[src/rtl/uart_rx_if.sv]
// uart_rx_if: tick/serial input and received-word outputs of the UART receiver
interface uart_rx_if #(
    parameter int DATA_BITS = 8
);
    logic                 Tick;
    logic                 Rx;
    logic [DATA_BITS-1:0] RxData;
    logic                 RxDone;
    logic                 FrameErr;
    logic                 Busy;
    modport master (output Tick, Rx, input RxData, RxDone, FrameErr, Busy);
    modport slave  (input Tick, Rx, output RxData, RxDone, FrameErr, Busy);
endinterface

[src/rtl/uart_rx.sv]
// uart_rx: oversampled UART receiver, 1 start / DATA_BITS data (LSB first) / 1 stop, no parity
module uart_rx #(
    parameter int DATA_BITS  = 8,
    parameter int OVERSAMPLE = 16
) (
    input logic     Clk,
    input logic     Rst_n,
    uart_rx_if.slave bus
);
    localparam int TW = $clog2(OVERSAMPLE);
    localparam int BW = $clog2(DATA_BITS + 1);
    localparam logic [TW-1:0] HALF = TW'(OVERSAMPLE / 2 - 1);
    localparam logic [TW-1:0] LAST = TW'(OVERSAMPLE - 1);
    localparam logic [BW-1:0] BLAST = BW'(DATA_BITS - 1);

    typedef enum logic [2:0] {IDLE, START, DATA, STOP, BREAK} state_t;

    state_t               state_q, state_d;
    logic                 rx_meta_q, rx_meta_d, rx_s_q, rx_s_d;
    logic [TW-1:0]        tick_q, tick_d;
    logic [BW-1:0]        bit_q, bit_d;
    logic [DATA_BITS-1:0] shift_q, shift_d, data_q, data_d;
    logic                 done_q, done_d, ferr_q, ferr_d, busy_q, busy_d;

    // next-state and output logic; every counter decision is taken only on a Tick
    always_comb begin
        rx_meta_d = bus.Rx;
        rx_s_d    = rx_meta_q;
        state_d   = state_q;
        tick_d    = tick_q;
        bit_d     = bit_q;
        shift_d   = shift_q;
        data_d    = data_q;
        done_d    = 1'b0;
        ferr_d    = 1'b0;
        case (state_q)
            IDLE: if (!rx_s_q) begin
                state_d = START;
                tick_d  = '0;
            end
            START: if (bus.Tick) begin
                if (tick_q == HALF) begin
                    state_d = rx_s_q ? IDLE : DATA;
                    tick_d  = '0;
                    bit_d   = '0;
                end else tick_d = tick_q + TW'(1);
            end
            DATA: if (bus.Tick) begin
                if (tick_q == LAST) begin
                    shift_d = {rx_s_q, shift_q[DATA_BITS-1:1]};
                    tick_d  = '0;
                    bit_d   = bit_q + BW'(1);
                    state_d = (bit_q == BLAST) ? STOP : DATA;
                end else tick_d = tick_q + TW'(1);
            end
            STOP: if (bus.Tick) begin
                if (tick_q == LAST) begin
                    tick_d  = '0;
                    state_d = rx_s_q ? IDLE : BREAK;
                    data_d  = rx_s_q ? shift_q : data_q;
                    done_d  = rx_s_q;
                    ferr_d  = !rx_s_q;
                end else tick_d = tick_q + TW'(1);
            end
            BREAK: if (rx_s_q) state_d = IDLE;
            default: state_d = IDLE;
        endcase
        busy_d = (state_d != IDLE);
    end

    // state, synchronizer and registered outputs; reset aborts any frame silently
    always_ff @(posedge Clk) begin
        if (!Rst_n) begin
            state_q   <= IDLE;
            rx_meta_q <= 1'b1;
            rx_s_q    <= 1'b1;
            tick_q    <= '0;
            bit_q     <= '0;
            shift_q   <= '0;
            data_q    <= '0;
            done_q    <= 1'b0;
            ferr_q    <= 1'b0;
            busy_q    <= 1'b0;
        end else begin
            state_q   <= state_d;
            rx_meta_q <= rx_meta_d;
            rx_s_q    <= rx_s_d;
            tick_q    <= tick_d;
            bit_q     <= bit_d;
            shift_q   <= shift_d;
            data_q    <= data_d;
            done_q    <= done_d;
            ferr_q    <= ferr_d;
            busy_q    <= busy_d;
        end
    end

    assign bus.RxData   = data_q;
    assign bus.RxDone   = done_q;
    assign bus.FrameErr = ferr_q;
    assign bus.Busy     = busy_q;
endmodule

[src/flat_wrapper.sv]
// flat-port wrapper written by rule: the top's interface ports become plain ports
module uart_rx_flat 
#(
    parameter int DATA_BITS  = 8,
    parameter int OVERSAMPLE = 16
)
  (Clk, Rst_n, bus_Tick, bus_Rx, bus_RxData, bus_RxDone, bus_FrameErr, bus_Busy);
  uart_rx_if #(.DATA_BITS(DATA_BITS)) bus_i ();
  input logic Clk;
  input logic Rst_n;
  input wire logic [$bits(bus_i.Tick)-1:0] bus_Tick;
  input wire logic [$bits(bus_i.Rx)-1:0] bus_Rx;
  output wire logic [$bits(bus_i.RxData)-1:0] bus_RxData;
  output wire logic [$bits(bus_i.RxDone)-1:0] bus_RxDone;
  output wire logic [$bits(bus_i.FrameErr)-1:0] bus_FrameErr;
  output wire logic [$bits(bus_i.Busy)-1:0] bus_Busy;
  assign bus_i.Tick = bus_Tick;
  assign bus_i.Rx = bus_Rx;
  assign bus_RxData = bus_i.RxData;
  assign bus_RxDone = bus_i.RxDone;
  assign bus_FrameErr = bus_i.FrameErr;
  assign bus_Busy = bus_i.Busy;
  uart_rx #(.DATA_BITS(DATA_BITS), .OVERSAMPLE(OVERSAMPLE)) u_core (.Clk(Clk), .Rst_n(Rst_n), .bus(bus_i));
endmodule
[config.mk]
export PLATFORM = sky130hd
export DESIGN_NAME = uart_rx_flat
export DESIGN_NICKNAME = d
export VERILOG_FILES = /design/src/rtl/uart_rx_if.sv /design/src/rtl/uart_rx.sv /design/src/flat_wrapper.sv
export SDC_FILE = /design/constraint.sdc
export NUM_CORES = 1
export LEC_CHECK = 0
export ABC_AREA = 1
export CAP_MARGIN = 20
export CORE_MARGIN = 5
export CORE_UTILIZATION = 50
export CTS_CLUSTER_DIAMETER = 30
export CTS_CLUSTER_SIZE = 14
export DETAILED_ROUTE_END_ITERATION = 8
export PLACE_DENSITY_LB_ADDON = 0.08
export SETUP_SLACK_MARGIN = 0.4
export SLEW_MARGIN = 20
export SYNTH_ARGS = -nofsm -noshare
export SYNTH_HDL_FRONTEND = slang
export SYNTH_SLANG_ARGS = --single-unit
export TNS_END_PERCENT = 100
[constraint.sdc]
create_clock -name Clk -period 1.8 [get_ports Clk]
set_input_delay 0.27 -clock Clk [delete_from_list [all_inputs] [get_ports Clk]]
set_output_delay 0.27 -clock Clk [all_outputs]
set_load 0.1 [all_outputs]
==> out/qor.csv <==
metric,value,unit
Worst Hold Launch,u_core.rx_meta_q$_SDFF_PN1_,
worst-path fanout max,6,
Post-Syn Area,1435,µm²
Final Cell Area,1839,µm²
endpoints failing setup,0,
P_sw,0.0002963,W
Area Overhead vs Synth,28.16,%
worst min path class,reg2reg,
Pint,0.0008925,W
Slew @ Worst Pin,0.3117,ns
met1 usage,18.04,%
post-synth top area share,44.64,%
Worst-Skew Late Latency,0.33,ns
Leak,0.7767,nW
top-count cell post-synth,nand2_1,
I/O Buffers,14,
FF-to-FF End,u_core.bus.RxData[2]$_SDFFE_PN0P_,
via/cell ratio,5.193,
met2 Usage GRT,27.79,%
Sw Ratio,24.92,%
Post-synth top cells,"nand2_1 (35), dfxtp_1 (32), inv_1 (27), a21oi_1 (22), nor2_1 (21)",
RSZ-0062 raised after global routing,yes,
Worst Hold End,u_core.rx_s_q$_SDFF_PN1_,
H-tree depth,2,
crit path cell chain,ha_4 -> nand3_4 -> nor2_4 -> buf_12 -> nand3_2 -> o21ai_1 -> a21oi_1,
ANT nets after route,0,
worst flop-to-flop path startpoint,u_core.tick_q[0]$_SDFFE_PN0P_,
Vias,1319,
max-cap violation count,0,
crit end category,flip-flop,
Flop pwr share,61.1,%
"slowest stage cell, crit path",dfxtp_2,
Clock Skews,0.009239,ns
Yosys warnings,0,
height of the chip,63.58,µm
Synth Flop Type,dfxtp_1,
die width,63.58,µm
worst-case clock buffer depth,2,
register bit total from synthesis,32,
Crit Path Category,reg2reg,
R2R depth,7,
Final Hold Vio Count,0,
GRT Total Usage,16.35,%
Pwr Density,646.4,nW/µm²
# DRC,0,
Hold WS,0.4225,ns
CTS root buffer,clkbuf_4,
Logic pwr share,7.8,%
Max transition margin,79.20,%
Critical Path Start Type,flip-flop,
I/O pin total,15,
DR pass1 iterations,4,
WP data arrival,1.60,ns
number of CTS-inserted buffers,5,
Clk pwr share,31.2,%
number of diodes,0,
share of cells above drive strength 1,30.94,%
GR Overflow Total,0,
hpwl dp,2085,µm
synth top area cells,"dfxtp_1 (45%), nand2_1 (9.2%), a21oi_1 (7.7%)",
mean post-synth cell area,7.398,µm²
CP max stage delay,0.37,ns
number of synthesized flops with an enable pin,0,
Netlist cell types,23,
cells after synthesis,194,
most used routing layer in global routing,met2,
Die Area,4042,µm²
clock sink total,32,
Post-Route WL,3157,µm
Synthesized Nets,200,
Reg2Reg Setup Slack,0.42,ns
Clock transition at path regs,0.10,ns
Yosys top cell by area,dfxtp_1,
core footprint,2758,µm²
Final Critical Period,1.380,ns
vias in the first global route,1215,
Placed Area,1568,µm²
nets,229,
TritonCTS clock tree,built,
1st-iter DRT viols,111,
met3 usage,6.039,%
maximum vdd drop,622.7,µV
Tcrit/Tclk final,76.68,%
Initial Utilization,52.04,%
ys async rst share,0,%
WL/cell,12.43,µm
outcome,"finished, final reports clean",
WHS Path Cells,1,
"Seq/Total Area, Yosys",44.64,%
first-pass GRT wire length,5202,µm
GPL Wtd Cong,0.8839,
"Slew Viols, Final",0,
cell row count,19,
Peak Freq,0.7245,GHz
largest net degree at the start of global routing,20,
hold buffers post-CTS,0,
Fin Setup TNS,0,ns
"Req. time, crit path",2.02,ns
initial antenna violation count,0,
-- sequential cells by signal (all words and copies together), names as in the netlist --
name and flops:
u_core.bus.RxDone 1, u_core.bit_q 4, u_core.bus.Busy 1, u_core.bus.RxData 8, u_core.rx_s_q 1, u_core.tick_q 4
u_core.shift_q 8, u_core.state_q 3, u_core.bus.FrameErr 1, u_core.rx_meta_q 1
-- power groups by stage --
stage	Clock, W	Combinational, W	Sequential [W]
6_report	0.000370	0.0000923	0.000726
3_3_place_gp	0	0.0000819	0.000739
4_1_cts	0.000388	0.0000857	0.000725
2_1_floorplan	0	0.0000507	0.000746
3_5_place_dp	0	0.0000835	0.000739
5_1_grt	0.000436	0.000102	0.000728
-- through the flow --
step	power (W)	util, %	setup WS [ns]	cells
floorplan	0.0007972	-	0.4602	194
detailed placement	0.0008224	56.85	0.1762	236
global placement	0.0008205	56.85	0.1930	236
CTS	0.001198	62.30	0.3822	249
finish	0.001189	66.70	0.4198	254
global route	0.001266	66.70	0.3472	254
-- repair_timing --
action                     CTS  global route
pin swaps                    7            12
gates resized for setup     19            28
cloned                       2             0
setup buffers                4             5
setup endpoints to repair   21            25
-- worst max-delay path, delay by kind of cell, from the launching register on --
family          cells  cell delay, ns
compound gates      2            0.21
fa+ha+maj           1            0.18
flops               1            0.37
simple gates        3            0.36
buf+inv             1            0.14
-- kinds of logic (layout without fill, tap and decap cells) --
group	count (synthesis)	count (layout)	share of synthesized area, %
compound gates	37	37	12.90
fa+ha+maj	2	2	1.743
simple gates	86	88	28.95
buf+inv	34	61	9.939
flops	32	32	44.64
xor+xnor	3	3	1.831
-- layout by cell type, fill, tap and decap left out, types with 4 or more instances in the layout --
| cell type | instances |
|---|---|
| nand2_1 | 31 |
| nand3_1 | 11 |
| dfxtp_2 | 5 |
| nor2_1 | 16 |
| a21oi_1 | 19 |
| nor2_4 | 6 |
| buf_4 | 19 |
| dfxtp_1 | 27 |
| inv_1 | 27 |
| clkbuf_4 | 5 |
| o21ai_1 | 10 |
| o21ai_2 | 4 |
| nand2_2 | 6 |
-- worst max path at each step --
| stage | start | to | cells after the start |
|---|---|---|---|
| after floorplan | u_core.tick_q[1]$_SDFFE_PN0P_ | u_core.shift_q[5]$_SDFFE_PN0P_ | 7 |
| after global placement | bus_Tick | u_core.bus.RxData[1]$_SDFFE_PN0P_ | 6 |
| after detailed placement | bus_Tick | u_core.bus.RxData[1]$_SDFFE_PN0P_ | 6 |
| after CTS | u_core.tick_q[1]$_SDFFE_PN0P_ | u_core.bit_q[3]$_SDFFE_PN0P_ | 8 |
| after global routing | u_core.tick_q[0]$_SDFFE_PN0P_ | u_core.bus.RxData[2]$_SDFFE_PN0P_ | 7 |
| final | u_core.tick_q[0]$_SDFFE_PN0P_ | u_core.bus.RxData[2]$_SDFFE_PN0P_ | 7 |
-- metal layers --
metal | vias to the layer above | routed length (µm) | part of all wire [%]
li1 | 682 | - | -
met1 | 601 | 1345 | 43
met2 | 32 | 1604 | 51
met3 | 4 | 157 | 5.0
met4 | 0 | 51 | 1.6
met5 | - | 0 | 0
-- cell type report --
cell class	count	area, µm²
Timing Repair Buffer	25	215.2
Sequential cell	32	646.9
Clock inverter	1	5.005
Tap cell	31	38.79
Inverter	29	108.9
Multi-Input combinational cell	130	783.3
Clock buffer	6	41.29
Fill cell	239	918.4
Note: power is estimated with default switching activity, not from simulation.
